## src/rtl/seg7_mux_decoder_pkg.sv

```systemverilog
// rtl/seg7_mux_decoder_pkg.sv - segment patterns and FSM states shared by the 7-segment bus reader
package seg7_mux_decoder_pkg;

  // Patterns as emitted by the display driver, active-high {a,b,c,d,e,f,g}
  localparam logic [6:0] SEG_0 = 7'h7E;
  localparam logic [6:0] SEG_1 = 7'h30;
  localparam logic [6:0] SEG_2 = 7'h6D;
  localparam logic [6:0] SEG_3 = 7'h79;
  localparam logic [6:0] SEG_4 = 7'h33;
  localparam logic [6:0] SEG_5 = 7'h5B;
  localparam logic [6:0] SEG_6 = 7'h5F;
  localparam logic [6:0] SEG_7 = 7'h70;
  localparam logic [6:0] SEG_8 = 7'h7F;
  localparam logic [6:0] SEG_9 = 7'h7B;

  localparam logic [3:0] TENS_MAX = 4'd5;

  typedef enum logic [1:0] {
    S_WAIT   = 2'd0,
    S_SETTLE = 2'd1,
    S_HOLD   = 2'd2
  } state_t;

endpackage

```

## src/rtl/seg7_decode.sv

```systemverilog
// rtl/seg7_decode.sv - segment pattern to BCD digit, with tens-phase range check
module seg7_decode
  import seg7_mux_decoder_pkg::*;
(
  input  logic [6:0] an,
  input  logic       tens_phase,
  output logic [3:0] digit,
  output logic       legal
);

  logic known;

  always_comb begin
    digit = 4'd0;
    known = 1'b1;
    case (an)
      SEG_0:   digit = 4'd0;
      SEG_1:   digit = 4'd1;
      SEG_2:   digit = 4'd2;
      SEG_3:   digit = 4'd3;
      SEG_4:   digit = 4'd4;
      SEG_5:   digit = 4'd5;
      SEG_6:   digit = 4'd6;
      SEG_7:   digit = 4'd7;
      SEG_8:   digit = 4'd8;
      SEG_9:   digit = 4'd9;
      default: known = 1'b0;
    endcase
    // Tens digit of a minute:second display never exceeds 5
    legal = known && (!tens_phase || (digit <= TENS_MAX));
  end

endmodule

```

## src/rtl/seg7_mux_decoder.sv

```systemverilog
// rtl/seg7_mux_decoder.sv - reads a 2-digit multiplexed 7-segment bus back into a BCD pair
module seg7_mux_decoder
  import seg7_mux_decoder_pkg::*;
#(
  parameter int unsigned CLK_FREQ    = 125_000_000,
  parameter int unsigned SETTLE_CYC  = 4,
  parameter int unsigned TIMEOUT_CYC = 1000
) (
  input  logic       CLK,
  input  logic       RST,
  input  logic       CA,
  input  logic [6:0] AN,
  output logic [3:0] NUM_1S,
  output logic [2:0] NUM_10S,
  output logic       VALID,
  output logic       ERR,
  output logic       STALE
);

  localparam int unsigned SETTLE_EFF = (SETTLE_CYC < 1) ? 1 : SETTLE_CYC;
  // An unusable timeout falls back to roughly 1 ms of CLK
  localparam int unsigned TO_LIMIT   = (TIMEOUT_CYC > SETTLE_EFF) ? TIMEOUT_CYC : CLK_FREQ / 1000;
  localparam int          SETTLE_W   = $clog2(SETTLE_EFF + 1);
  localparam int          TO_W       = $clog2(TO_LIMIT + 1);
  localparam logic [SETTLE_W-1:0] SETTLE_LAST = SETTLE_W'(SETTLE_EFF - 1);
  localparam logic [TO_W-1:0]     TO_MAX      = TO_W'(TO_LIMIT);
  localparam logic [TO_W-1:0]     TO_PRE      = TO_W'(TO_LIMIT - 1);

  logic       ca_m, ca_s, ca_d;
  logic [6:0] an_m, an_s, an_d;
  logic       ca_edge, an_stable;

  always_ff @(posedge CLK or posedge RST) begin
    if (RST) begin
      ca_m <= 1'b0;
      ca_s <= 1'b0;
      ca_d <= 1'b0;
      an_m <= 7'd0;
      an_s <= 7'd0;
      an_d <= 7'd0;
    end else begin
      ca_m <= CA;
      ca_s <= ca_m;
      ca_d <= ca_s;
      an_m <= AN;
      an_s <= an_m;
      an_d <= an_s;
    end
  end

  assign ca_edge   = (ca_s != ca_d);
  assign an_stable = (an_s == an_d);

  logic [TO_W-1:0] to_cnt;
  logic            stale_q;
  logic            timeout_hit;

  assign timeout_hit = !ca_edge && (to_cnt == TO_PRE);

  always_ff @(posedge CLK or posedge RST) begin
    if (RST) begin
      to_cnt  <= '0;
      stale_q <= 1'b1;
    end else if (ca_edge) begin
      to_cnt  <= '0;
      stale_q <= 1'b0;
    end else if (to_cnt != TO_MAX) begin
      to_cnt <= to_cnt + 1'b1;
      if (timeout_hit) stale_q <= 1'b1;
    end
  end

  assign STALE = stale_q;

  state_t              state_q, state_n;
  logic [SETTLE_W-1:0] settle_q, settle_n;
  logic                phase_q, phase_n;
  logic                capture, abort;

  always_ff @(posedge CLK or posedge RST) begin
    if (RST) begin
      state_q  <= S_WAIT;
      settle_q <= '0;
      phase_q  <= 1'b0;
    end else begin
      state_q  <= state_n;
      settle_q <= settle_n;
      phase_q  <= phase_n;
    end
  end

  always_comb begin
    state_n  = state_q;
    settle_n = settle_q;
    phase_n  = phase_q;
    capture  = 1'b0;
    abort    = 1'b0;
    if (timeout_hit) begin
      state_n  = S_WAIT;
      settle_n = '0;
    end else begin
      case (state_q)
        S_WAIT: begin
          if (ca_edge) begin
            state_n  = S_SETTLE;
            phase_n  = ca_s;
            settle_n = '0;
          end
        end
        S_SETTLE: begin
          if (ca_edge) begin
            // Phase ended before the segments settled; its data is unusable
            abort    = 1'b1;
            phase_n  = ca_s;
            settle_n = '0;
          end else if (!an_stable) begin
            settle_n = '0;
          end else if (settle_q == SETTLE_LAST) begin
            capture  = 1'b1;
            state_n  = S_HOLD;
            settle_n = '0;
          end else begin
            settle_n = settle_q + 1'b1;
          end
        end
        S_HOLD: begin
          if (ca_edge) begin
            state_n  = S_SETTLE;
            phase_n  = ca_s;
            settle_n = '0;
          end
        end
        default: begin
          state_n  = S_WAIT;
          settle_n = '0;
        end
      endcase
    end
  end

  logic [3:0] dec_digit;
  logic       dec_legal;

  seg7_decode u_decode (
    .an         (an_s),
    .tens_phase (phase_q),
    .digit      (dec_digit),
    .legal      (dec_legal)
  );

  logic [3:0] pend;
  logic       pend_vld;

  always_ff @(posedge CLK or posedge RST) begin
    if (RST) begin
      NUM_1S   <= 4'd0;
      NUM_10S  <= 3'd0;
      VALID    <= 1'b0;
      ERR      <= 1'b0;
      pend     <= 4'd0;
      pend_vld <= 1'b0;
    end else begin
      VALID <= 1'b0;
      ERR   <= 1'b0;
      if (timeout_hit || abort) begin
        pend_vld <= 1'b0;
      end else if (capture) begin
        if (!dec_legal) begin
          ERR      <= 1'b1;
          pend_vld <= 1'b0;
        end else if (!phase_q) begin
          pend     <= dec_digit;
          pend_vld <= 1'b1;
        end else if (pend_vld) begin
          NUM_1S   <= pend;
          NUM_10S  <= dec_digit[2:0];
          VALID    <= 1'b1;
          pend_vld <= 1'b0;
        end
      end
    end
  end

endmodule

```

## config.mk

```make
export PLATFORM = sky130hd
export DESIGN_NAME = seg7_mux_decoder
export DESIGN_NICKNAME = d
export VERILOG_FILES = /design/src/rtl/seg7_mux_decoder_pkg.sv /design/src/rtl/seg7_decode.sv /design/src/rtl/seg7_mux_decoder.sv
export SDC_FILE = /design/constraint.sdc
export NUM_CORES = 1
export LEC_CHECK = 0
export BUFFER_PORTS_ARGS = -buffer_cell sky130_fd_sc_hd__buf_2
export CAP_MARGIN = 20
export CORE_UTILIZATION = 50
export CTS_CLUSTER_DIAMETER = 30
export DETAILED_ROUTE_END_ITERATION = 7
export PLACE_DENSITY = 0.71
export SLEW_MARGIN = 20
export SYNTH_ARGS = -nofsm -noshare
export SYNTH_HDL_FRONTEND = slang
export SYNTH_SLANG_ARGS = --single-unit
```

## constraint.sdc

```tcl
create_clock -name CLK -period 2.4 [get_ports CLK]
set_clock_uncertainty 0.15 [all_clocks]
set_input_delay 0.12 -clock CLK [delete_from_list [all_inputs] [get_ports CLK]]
set_output_delay 0.12 -clock CLK [all_outputs]
set_load 0.01 [all_outputs]
```

## Yosys cells after proc, flatten, opt, wreduce, memory -nomap -nowiden

Index checks and enable logic that the tools add are counted.

| storage, ports and cells | value |
|---|---|
| register bits after elaboration | 55 |
| input bits | 10 |
| output and inout port bits | 10 |
| word-level logic and storage cells | 101 |

| cells by class | value |
|---|---|
| add/sub/neg operators | 2 |
| $lt $le $gt $ge | 1 |
| equality and inequality tests | 21 |
| mux-type cells | 39 |
| bitwise logic cells | 3 |
| reductions and logical operators | 18 |

Operators by type and width:

| cell | count |
|---|---|
| 7-bit equality test, second input constant | 8 |
| 4-bit case mux with 9 select lines | 1 |
| 1-bit two-way mux | 24 |
| 10-bit two-way mux | 2 |
| 3-bit two-way mux | 5 |
| 7-bit by 6-bit equality test with 1-bit output, second input constant | 2 |
| 10-bit by 1-bit adder with 10-bit output, second input constant | 1 |
| 10-bit equality test, second input constant | 1 |
| 2-bit two-way mux | 5 |
| 10-bit != test, second input constant | 1 |
| 10-bit OR reduction | 1 |
| 3-bit != test, second input constant | 3 |
| 4-bit AND reduction | 2 |
| 7-bit equality test | 1 |
| 3-bit case mux with 2 select lines | 1 |
| 2-bit nonzero test | 3 |
| 5-bit AND reduction | 1 |
| 4-bit by 3-bit less-or-equal comparator with 1-bit output, second input constant | 1 |
| 2-bit case mux with 2 select lines | 1 |
| 3-bit by 1-bit adder with 3-bit output, second input constant | 1 |
| 3-bit by 2-bit equality test with 1-bit output, second input constant | 1 |
| 3-bit by 1-bit != test with 1-bit output, second input constant | 1 |
| 1-bit inverter | 3 |
| 3-bit AND reduction | 1 |
| 10 further kinds | 13 |

## Longest topological paths before layout

| logic depth | value |
|---|---|
| word-level depth | 8 |
| mapped depth | 7 |
| mapped depth without buffers | 7 |

## Modules after synthesis

A second synthesis with hierarchy kept.

| second synthesis, totals | value |
|---|---|
| cells, all modules | 193 |
| area total of the unflattened synthesis | 2,369.8 µm² |

Modules (own cells, without submodules):

| module | times used | cells each | area an instance (µm²) | seq. area each (µm²) |
|---|---|---|---|---|
| seg7_mux_decoder | 1 | 160 | 2,145.8 | 1,377.6 |
| seg7_decode | 1 | 33 | 224.0 | 0.0 |

## Least setup slack after synthesis

Ideal clock, no wire load.

| timing path | value |
|---|---|
| kind | reg2reg |
| start | reg an_s[4] |
| end | reg NUM_10S[0] |
| setup time | 0.125 ns |
| data arrival time | 2.131 ns |
| data required time | 2.125 ns |
| path slack | -0.006 ns |
| cell stages (with the launch flop) | 7 |
| path buffers | 1 |
| period minus slack after synthesis | 2.406 ns |
| path through | dfrtp_1 -> buf_2 -> or4bb_1 -> o22ai_2 -> a31oi_2 -> a2111oi_4 -> mux2_2 |

| on the way | value |
|---|---|
| longest elaborated chain between the ends | 6 |
| elaborated cells on any way between the ends | 22 |
| classes of those cells | order compare (1); eq/ne (11); mux (6); reduce/logical (4) |

RTL lines:

| item | line | text |
|---|---|---|
| start, declared | seg7_mux_decoder.sv:30 | `logic [6:0] an_m, an_s, an_d;` |
| start signal, assigned | seg7_mux_decoder.sv:46 | `an_s <= an_m;` |
| 7-bit equality test (tied with other cells) | seg7_decode.sv:16 | `case (an)` |
| 4-bit case mux with 9 select lines or 1-bit two-way mux (tied branches) | seg7_decode.sv:16, seg7_mux_decoder.sv:116 |  |
| 4-bit by 3-bit less-or-equal comparator with 1-bit output or 1-bit two-way mux (tied branches) | seg7_decode.sv:30, seg7_mux_decoder.sv:111 |  |
| 1-bit logical OR or 1-bit two-way mux (tied branches) | seg7_decode.sv:30, seg7_mux_decoder.sv:102 |  |
| 1-bit logical AND or 1-bit two-way mux (tied branches) | seg7_decode.sv:30, seg7_mux_decoder.sv:98 |  |
| 5-bit AND reduction (no line) | n/a |  |
| end signal, assigned | seg7_mux_decoder.sv:176 | `NUM_10S <= dec_digit[2:0];` |
| end, declared | seg7_mux_decoder.sv:14 | `output logic [2:0] NUM_10S,` |

Parallel ways exist; a longest one is shown, timed or not.
A chain may end at the register's enable or synchronous reset.

## Worst setup path in the final report

| timing path | value |
|---|---|
| start | reg an_s[1] |
| end | reg NUM_1S[2] |

| on the way | value |
|---|---|
| longest elaborated chain between the ends | 6 |
| elaborated cells on any way between the ends | 22 |
| classes of those cells | order compare (1); eq/ne (11); mux (6); reduce/logical (4) |

RTL lines:

| item | line | text |
|---|---|---|
| 7-bit equality test (tied with other cells) | seg7_decode.sv:16 |  |
| 4-bit case mux with 9 select lines or 1-bit two-way mux (tied branches) | seg7_decode.sv:16, seg7_mux_decoder.sv:116 |  |
| 4-bit by 3-bit less-or-equal comparator with 1-bit output or 1-bit two-way mux (tied branches) | seg7_decode.sv:30, seg7_mux_decoder.sv:111 |  |
| 1-bit logical OR or 1-bit two-way mux (tied branches) | seg7_decode.sv:30, seg7_mux_decoder.sv:102 |  |
| 1-bit logical AND or 1-bit two-way mux (tied branches) | seg7_decode.sv:30, seg7_mux_decoder.sv:98 |  |
| 5-bit AND reduction (no line) (*) | n/a |  |
| end signal, assigned | seg7_mux_decoder.sv:175 | `NUM_1S <= pend;` |
| end, declared | seg7_mux_decoder.sv:13 | `output logic [3:0] NUM_1S,` |

Every way passes the cells marked *; elsewhere a longest branch is shown, timed or not.

==> results.md <==
- Clock share of power: between 30% and 40%
- Netlist cell types: 45
- Initial core utilization: approximately 53%
- Number of synthesized flops with an enable pin: 0
- #FFs+latches synth: 55
- WL per Instance: 12.6 um
- Switching component of the power: 0.379 mW
- Logic pwr share: 9.2%
- Die height: roughly 71 um
- Synth Net Count: 212
- Max-cap viol count: 0
- Vias: 1548
- Maximum clock rate: 0.433 GHz
- Layout cells sized above 1: 27.7%
- Crit Path Max Fanout: 9
- Routed vias/inst: 5.14
- R2R depth: 6
- Drt pass-1 iters: 8
- Site Rows: 24
- Hold Crit Class: register to register
- Power per cell area: 595 mW/mm2
- Asr flop ratio synth: 100%
- Initial antenna violation count: 0
- Setup-failing EPs final: 0
- Post-synth top cells: 54 x dfrtp_1, 20 x nor2_1, 11 x xor2_1
- Sequential fraction of design power: a little under three fifths
- Switch share: approximately 22%
- # diodes: 0
- Number of buffers added on ports: 19
- Max VDD drop: 0.460 mV
- Multi-input logic area: roughly 950 um2
- Total clock sinks: 55
- Synth Area per Inst: 12.0 um2
- Unrepaired setup endpoints after global routing: no
- Largest cells by area after synthesis: dfrtp_1 57%, mux2_2 4.7%, xor2_1 4.0%
- Vias in the first global route: 1553
- CP required: 2.44 ns
- Clk_lat worst skew: 0.30 ns
- Final net count: 262
- Max-slew violation count: 0
- Flop-to-flop setup slack: ~0.092 ns
- DRC: 3
- Tcrit/Tclk final: 96.2%
- Seq. cell area: between 0.001 and 0.0015 mm2
- Largest family of logic cells by synthesized area: simple AND/OR/NAND/NOR gates
- Final ANT Viol Nets: 0
- Final min period: 2.31 ns
- Largest net degree at the start of global routing: 56
- Leakage: 1.34 nW
- Failing checks: DRC
- Filler instances: 347
- Mux cell area share after synthesis: 5.98%
- Yosys warns: 0
- Hold Crit Endpoint: an_s[5]
- Synth Area in Simple Gates: 16.5%
- H-Tree Depth: 2
- Crit Path Category: register to register
- Adder-Cell Fraction of Synth Area: 1.57%
- CP endpoint kind: register
- Num CTS Buffers: 5
- Post-synth top area share: roughly 57%
- Most frequent cell after synthesis: dfrtp_1
- CTS clk-pin slew, worst paths: 0.08 ns
- Post-synthesis compound-gate area fraction: 8.60%
- Total grt overflow: 0
- Hold path start: an_m[5]
- Core region area: ~0.0045 mm2
- Synthesized instance count: 199
- First-pass GRT wire length: around 6800 um
- Hold depth: 0
- WP data arrival: 2.35 ns
- Startpoint Class: register
- TNS Setup: 0 ns
- Final hold vios: 0
- Tot Pwr: 1.71 mW
- Total GRT Usage: 17.5%
- CTS root buf: clkbuf_8
- Internal: 1.34 mW
- Worst slew margin: 56.7%
- Status: finished, violations left
- Die area: 0.00505 mm2
- Reg-to-reg endpoint: NUM_1S[2]
- Top Ports: 20
- Seq/Total Area, Yosys: around 58%
- Worst r2r src: an_s[1]
- Mapped Area: approximately 0.0024 mm2
- CTS tree: built
- Worst Tran Pin Value: approximately 0.65 ns
- Post-synth top flop: dfrtp_1
- Routed WL: between 3000 and 4000 um
- XOR/XNOR Fraction of Synth Area: roughly 6.6%
- Starting DRT DRC Count: 38
- Top cell type by total area after synthesis: dfrtp_1
- HPWL Detailed: 2630 um
- Area Overhead vs Synth: 20.8%
- Gpl congestion: 0.769
- Die width: approximately 70 um
- CTS Buffer Depth: 2
-- area by class of cell --
class | instances | share of cell area [%]
flip-flops and latches | 55 | 47.9
well taps | 52 | 2.26
repair buffers | 49 | 12.0
multi-input cells | 128 | 32.9
inverters | 10 | 1.30
clock inverters | 1 | 1.04
clock buffers | 6 | 2.52
-- power groups by stage --
stage	combinational (mW)	sequential (mW)	clock, mW
3_3_place_gp	0.144	0.999	0
6_report	0.157	0.981	0.576
4_1_cts	0.158	0.981	0.598
5_1_grt	0.175	0.986	0.627
2_1_floorplan	0.0961	0.994	0
3_5_place_dp	0.146	0.999	0
-- layout by cell type, fill, tap and decap left out, types with 2 or more instances in the layout --
cell type and instances:
dfrtp_1 51, nor2_1 20, buf_4 20, buf_2 19, xor2_1 11, mux2_2 10, inv_1 9, nand2_1 9
dlygate4sd3_1 9, nand3_1 8, a21oi_1 7, xnor2_1 7, clkbuf_8 5, o21ai_0 4, and3_1 4, nand2b_1 4
nor3b_1 3, nand4_1 3, nor3_1 3, o21a_1 3, mux2i_1 3, ha_1 3, dfrtp_2 3, or3_1 2
nor2b_1 2, nor4_1 2
-- cells by family after synthesis --
family | Yosys count
mux | 13
flops | 55
buf+inv | 16
simple gates | 68
compound gates | 26
fa+ha+maj | 3
xor+xnor | 18
-- layer usage --
layer | vias to the layer above | wire (um) | global-route usage (%) | part of all wire [%]
li1 | 777 | - | - | -
met4 | 0 | 67 | 7.11 | 1.8
met5 | - | 0 | 0 | 0
met3 | 7 | 113 | 4.70 | 3.0
met2 | 22 | 1800 | 29.6 | 47
met1 | 742 | 1810 | 21.4 | 48
-- repair_timing --
| action | CTS | global route |
|---|---|---|
| hold buffers | 9 | 0 |
| setup buffers | 0 | 2 |
| resized for setup | 0 | 5 |
| hold endpoints to repair | 62 | 0 |
| endpoints found under the setup margin | 0 | 9 |
-- state kept, by name, summed over array words and instances (netlist names), 2 cells and up --
signal    cells
pend          4
an_d          7
an_m          7
settle_q      3
NUM_1S        4
NUM_10S       3
an_s          7
state_q       2
to_cnt       10
-- worst max path at each step --
stage	slack [ns]	endpoint	cells after the start	startpoint
final	0.09	NUM_1S[2]	6	an_s[1]
after floorplan	0.003	NUM_10S[0]	6	an_s[2]
after detailed placement	0.03	NUM_10S[0]	6	an_s[1]
after global placement	0.06	NUM_1S[2]	6	an_s[1]
after CTS	0.006	NUM_1S[2]	6	an_s[1]
after global routing	0.006	NUM_1S[2]	6	an_s[1]
-- stage by stage --
| step | area, um2 | std cells | setup slack (ns) | hold WS (ns) | util, % |
|---|---|---|---|---|---|
| after floorplan | 2390 | 199 | 0.00319 | 0.00143 | - |
| after global placement | 2660 | 283 | 0.0626 | 0.0782 | 59.3 |
| after detailed placement | 2660 | 283 | 0.0296 | 0.0794 | 59.3 |
| after CTS | 2850 | 299 | 0.00588 | 0.205 | 63.6 |
| after global routing | 2880 | 301 | 0.00601 | 0.211 | 64.4 |
| final | 2880 | 301 | 0.0922 | 0.204 | 64.4 |
-- worst max-delay path, cell delays in order (launching register included) --
cell       delay [ns]
dfrtp_2          0.47
or4bb_1          0.50
o22ai_2          0.14
a31oi_2          0.10
a2111oi_4        0.33
buf_6            0.18
mux2_2           0.33
Power figures use the tool's default switching activity.
